## config.mk

```make
export PLATFORM = sky130hd
export DESIGN_NAME = shader_fetch
export DESIGN_NICKNAME = d
export VERILOG_FILES = /design/src/rtl/shader_fetch.sv
export SDC_FILE = /design/constraint.sdc
export NUM_CORES = 1
export LEC_CHECK = 0
export ABC_AREA = 0
export CORE_MARGIN = 2
export CORE_UTILIZATION = 52
export CTS_CLUSTER_SIZE = 20
export DETAILED_ROUTE_END_ITERATION = 10
export HOLD_SLACK_MARGIN = 0.1
export PLACE_DENSITY = 0.9
export SLEW_MARGIN = 20
export SYNTH_ARGS = -nofsm -noshare
export SYNTH_HDL_FRONTEND = slang
export SYNTH_SLANG_ARGS = --single-unit
```

## constraint.sdc

```tcl
create_clock -name clk -period 5.3 [get_ports clk]
set_input_delay 1.06 -clock clk [delete_from_list [all_inputs] [get_ports clk]]
set_output_delay 1.06 -clock clk [all_outputs]
set_load 0.05 [all_outputs]
```

## src/rtl/shader_fetch.sv

```systemverilog
// Instruction fetch stage: PC, imem read issue and a 2-entry {instr, pc} output buffer.
// Optional build macro SHADER_FETCH_STALL_CNT_EN adds the stall_cycles back-pressure counter.
module shader_fetch #(
  parameter int                ADDR_W   = 8,
  parameter int                INSTR_W  = 32,
  parameter logic [ADDR_W-1:0] RESET_PC = '0
) (
  input  logic               clk,
  input  logic               rst,
  input  logic               fetch_en,
  output logic               imem_rd_en,
  output logic [ADDR_W-1:0]  imem_addr,
  input  logic [INSTR_W-1:0] imem_rdata,
  input  logic               redirect_valid,
  input  logic [ADDR_W-1:0]  redirect_pc,
  output logic               out_valid,
  input  logic               out_ready,
  output logic [INSTR_W-1:0] out_instr,
  output logic [ADDR_W-1:0]  out_pc,
`ifdef SHADER_FETCH_STALL_CNT_EN
  output logic [31:0]        stall_cycles,
`endif
  output logic [ADDR_W-1:0]  pc
);

  typedef enum logic {IDLE, RUN} mode_t;

  mode_t              mode;
  logic               inflight;
  logic [ADDR_W-1:0]  tag_pc_p1;
  logic [INSTR_W-1:0] fifo_instr [2];
  logic [ADDR_W-1:0]  fifo_pc    [2];
  logic               rd_ptr;
  logic               wr_ptr;
  logic [1:0]         count;
  logic               pop;
  logic               push;
  logic [2:0]         occupancy;

  // The mode follows fetch_en directly so the first issue lands in the cycle reset drops.
  assign mode      = fetch_en ? RUN : IDLE;
  assign out_valid = (count != 2'd0);
  assign pop       = out_valid && out_ready;
  assign occupancy = {1'b0, count} + {2'b00, inflight};

  assign imem_rd_en = !rst && (mode == RUN) && !redirect_valid &&
                      (occupancy < (3'd2 + {2'b00, pop}));
  assign imem_addr  = pc;

  // Issue is blocked during a redirect, so the only read that can be stale is the one
  // returning in the redirect cycle itself; it is discarded here rather than tracked.
  assign push = inflight && !redirect_valid;

  assign out_instr = out_valid ? fifo_instr[rd_ptr] : '0;
  assign out_pc    = out_valid ? fifo_pc[rd_ptr]    : '0;

  function automatic logic [ADDR_W-1:0] pc_inc(input logic [ADDR_W-1:0] a);
    return a + ADDR_W'(1);
  endfunction

  // p0 -> p1: issue, PC advance and buffer occupancy
  always_ff @(posedge clk) begin
    if (rst) begin
      pc       <= RESET_PC;
      inflight <= 1'b0;
      count    <= 2'd0;
      rd_ptr   <= 1'b0;
      wr_ptr   <= 1'b0;
    end else begin
      inflight <= imem_rd_en;
      if (redirect_valid) begin
        pc     <= redirect_pc;
        count  <= 2'd0;
        rd_ptr <= 1'b0;
        wr_ptr <= 1'b0;
      end else begin
        if (imem_rd_en) pc <= pc_inc(pc);
        if (push) wr_ptr <= ~wr_ptr;
        if (pop) rd_ptr <= ~rd_ptr;
        count <= count + {1'b0, push} - {1'b0, pop};
      end
    end
  end

  // p1 -> buffer: returning data paired with the address it was issued for
  always_ff @(posedge clk) begin
    if (imem_rd_en) tag_pc_p1 <= pc;
    if (push) begin
      fifo_instr[wr_ptr] <= imem_rdata;
      fifo_pc[wr_ptr]    <= tag_pc_p1;
    end
  end

`ifdef SHADER_FETCH_STALL_CNT_EN
  always_ff @(posedge clk) begin
    if (rst) begin
      stall_cycles <= '0;
    end else if (out_valid && !out_ready && (stall_cycles != 32'hFFFF_FFFF)) begin
      stall_cycles <= stall_cycles + 32'd1;
    end
  end
`endif

endmodule
```

==> metrics.md <==
| Metric | Value |
|---|---|
| Run status | complete, no violations |
| Clock-pin slew reported for the worst setup and hold paths after clock tree synthesis | 0.09 ns |
| GRT Overall Usage | 17.7% |
| Routed wire per std cell | 15.4 um |
| Number of global-route vias before repair | 2534 |
| Hold Fails Final Rpt | 0 |
| FF-to-FF Start | count[0] |
| Number of remaining DRC errors | 0 |
| Diode count | 0 |
| Hold Crit Endpoint | fifo_pc[0][4] |
| Nature of the critical path startpoint | input port |
| TritonCTS clock tree | yes |
| Ratio of routed vias to standard cells | 5.27 |
| Power per Cell Area | 294 nW/um^2 |
| Setup ws final | 0.675 ns |
| Final Skew | 0.00896 ns |
| Slack of the worst reg-to-reg path | 3.07 ns |
| Antenna-violating nets left | 0 |
| Worst hold path stage count | 0 |
| Post-synthesis sequential area ratio | 71.7% |
| Reg-to-reg critical path endpoint | imem_addr[3] |
| VDD IR max | 153 uV |
| DRT Wirelength | 7340 um |
| Mapped Area | 4080 um^2 |
| Path class of the lowest-slack min-delay path | register to register |
| Final core utilization | 70.9% |
| Highest achievable clock rate | 0.216 GHz |
| Std cell rows | 32 |
| Number of hold-repair buffers added at the cts stage | 0 |
| Clock latency reported for the late side of the worst-skew pair | 0.33 ns |
| Ys Warns | 0 |
| Top library cells by usage in the layout, fill and taps aside | clkdlybuf4s50_1, edfxtp_1, nor2_1 |
| Estimated wirelength of the detail-placed design | 4960 um |
| Crit path kind | input port to primary output |
| Final setup fails | 0 |
| Arr. time, crit path | 3.57 ns |
| Starting utilization of the core area | 53.3% |
| Proportion of layout cells with a drive suffix above 1 | 6.38% |
| Routed via count | 2520 |
| Worst slack at placement | 0.688 ns |
| RSZ-0062 raised after global routing | false |
| Die area | 8560 um^2 |
| Actual transition at the worst max-transition pin | 0.960 ns |
| Average instance area after synthesis | 14.8 um^2 |
| DRT Pass-1 Iters | 5 |
| R2R cell count | 5 |
| Initial drt markers | 110 |
| Max-slew violations | 0 |
| Worst Path Required | 4.24 ns |
| Clock Tree Buf Depth | 2 |
| Most common cell after layout, fill and taps aside | clkdlybuf4s50_1 |
| Post-layout min period | 4.63 ns |
| Count of distinct cell types in the synthesized netlist | 37 |
| Start point of the worst hold path | tag_pc_p1[4] |
| Global-route wire length before repair | 12000 um |
| Number of I/O port buffers | 102 |
| Number of top-level design ports | 103 |
| Die H | 92.5 um |
| Leakage power total | 1.75 nW |
| CP Max Fanout | 15 |
| Post-CTS Setup Bufs | 0 |
| Die extent in x | 92.5 um |
| Clock sink count | 102 |
| Number of clock buffers inserted by TritonCTS | 9 |
| Post-synthesis cell count | 276 |
| Area of the placeable core | 7650 um^2 |
| Crit. End Element | primary output |
| Net Count, Synth | 326 |
| Count of H-tree levels built during CTS | 3 |
| CTS root buffer | clkbuf_8 |
| Maximum number of pins on one net before global-route repair | 42 |
| Period utilisation layout | 87.3% |
| Final #Nets | 421 |
| Number of inserted filler cells in the final layout | 501 |
| Post-synthesis sequential element count | 102 |
| Number of gates resized after CTS | 0 |
| Post-Route Setup TNS | 0 ns |
| Area Growth Syn to Fin | 33.0% |
| Pwr Total | 1.59 mW |
| Max-slew headroom | 36.0% |
| Gr ovfl total | 0 |
| Initial antenna violation count | 0 |
| Number of max-capacitance violations reported | 0 |
| Final weighted congestion of routability-driven global placement | 0.895 |
## cell usage after synthesis, drive strengths merged
cell     number  share of area, %
edfxtp       88                65
ha            5               1.5
nor2         47               4.3
nor3          6              0.74
o31ai         2              0.37
buf           9               1.6
and2          1              0.15
clkbuf       13               1.2
and3b         1              0.21
nand3         4              0.49
and3          1              0.15
a31oi         4              0.61
mux2i        40               9.8
nand2         4              0.37
a21boi        1              0.18
or4b          1              0.34
or3           1              0.15
a311oi        3              0.64
nor4          1              0.15
a2111oi       1              0.21
and4          2              0.43
nand4         1              0.15
xnor2         2              0.43
o21ai         2              0.25
o211ai        5              0.92
xor2          2              0.43
a41oi         1              0.21
a32oi         1              0.21
o21a          2              0.37
inv           5              0.46
nor3b         1              0.18
or4           3              0.55
nor4b         1              0.21
dfxtp        14               6.9
a211oi        1              0.18
## area by class of cell
| cell class | instances | area, um^2 | area share [%] |
|---|---|---|---|
| flip-flops and latches | 102 | 2920 | 53.9 |
| repair buffers | 106 | 1070 | 19.8 |
| multi-input cells | 147 | 1040 | 19.2 |
| clock buffers | 10 | 128 | 2.35 |
| well taps | 102 | 128 | 2.35 |
| clock inverters | 6 | 110 | 2.03 |
| inverters | 5 | 18.8 | 0.346 |
## per-stage QoR
| stage | std cells | hold slack [ns] | instance area [um^2] |
|---|---|---|---|
| 2_1_floorplan | 276 | 0.421 | 4080 |
| 3_3_place_gp | 461 | 0.423 | 5150 |
| 3_5_place_dp | 462 | 0.431 | 5180 |
| 4_1_cts | 478 | 0.444 | 5420 |
| 5_1_grt | 478 | 0.453 | 5420 |
| 6_report | 478 | 0.440 | 5420 |
## cells by family (layout without fill, tap and decap cells)
| kind of cell | count (synthesis) | after routing | synth area share (%) |
|---|---|---|---|
| AO/OA/AOI/OAI | 23 | 23 | 4.18 |
| XOR/XNOR | 4 | 4 | 0.860 |
| adder cells (fa/ha/maj) | 5 | 5 | 1.54 |
| buffers and inverters | 27 | 127 | 3.25 |
| flip-flops | 102 | 102 | 71.7 |
| multiplexers | 40 | 40 | 9.82 |
| AND/OR/NAND/NOR | 75 | 75 | 8.63 |
## state kept, by name, summed over array words and instances, names as in the netlist, named ones only
register    flops
inflight        1
count           2
imem_addr       8
rd_ptr          1
fifo_instr     64
fifo_pc        16
wr_ptr          1
tag_pc_p1       8
## how the worst max path moves through the flow
stage,start,depth (start not counted),slack (ns),endpoint
4_1_cts,redirect_valid,5,0.68,imem_rd_en
3_5_place_dp,redirect_valid,5,0.69,imem_rd_en
2_1_floorplan,redirect_valid,3,1.45,imem_rd_en
5_1_grt,redirect_valid,5,0.54,imem_rd_en
3_3_place_gp,redirect_valid,5,0.75,imem_rd_en
6_report,redirect_valid,5,0.67,imem_rd_en
## critical path, cell delays in order
cell	delay [ns]
clkdlybuf4s50_1	0.65
or4b_4	0.72
nor2_1	0.12
buf_4	0.19
clkdlybuf4s50_1	0.83
## per-layer routing
metal | vias up | GRT usage, % | share of wire (%)
met1 | 1199 | 22.8 | 42
met5 | - | 0 | 0
met2 | 101 | 30.8 | 52
met3 | 6 | 3.50 | 5.6
li1 | 1214 | - | -
met4 | 0 | 4.85 | 0.89
## where the power goes
group / internal [mW] / switching [mW] / leakage [nW]
Sequential: 0.883 / 0.0125 / 0.914
Clock: 0.313 / 0.240 / 0.114
Combinational: 0.0625 / 0.0802 / 0.724
Total: 1.26 / 0.333 / 1.75
(Power assumes the default switching activity.)
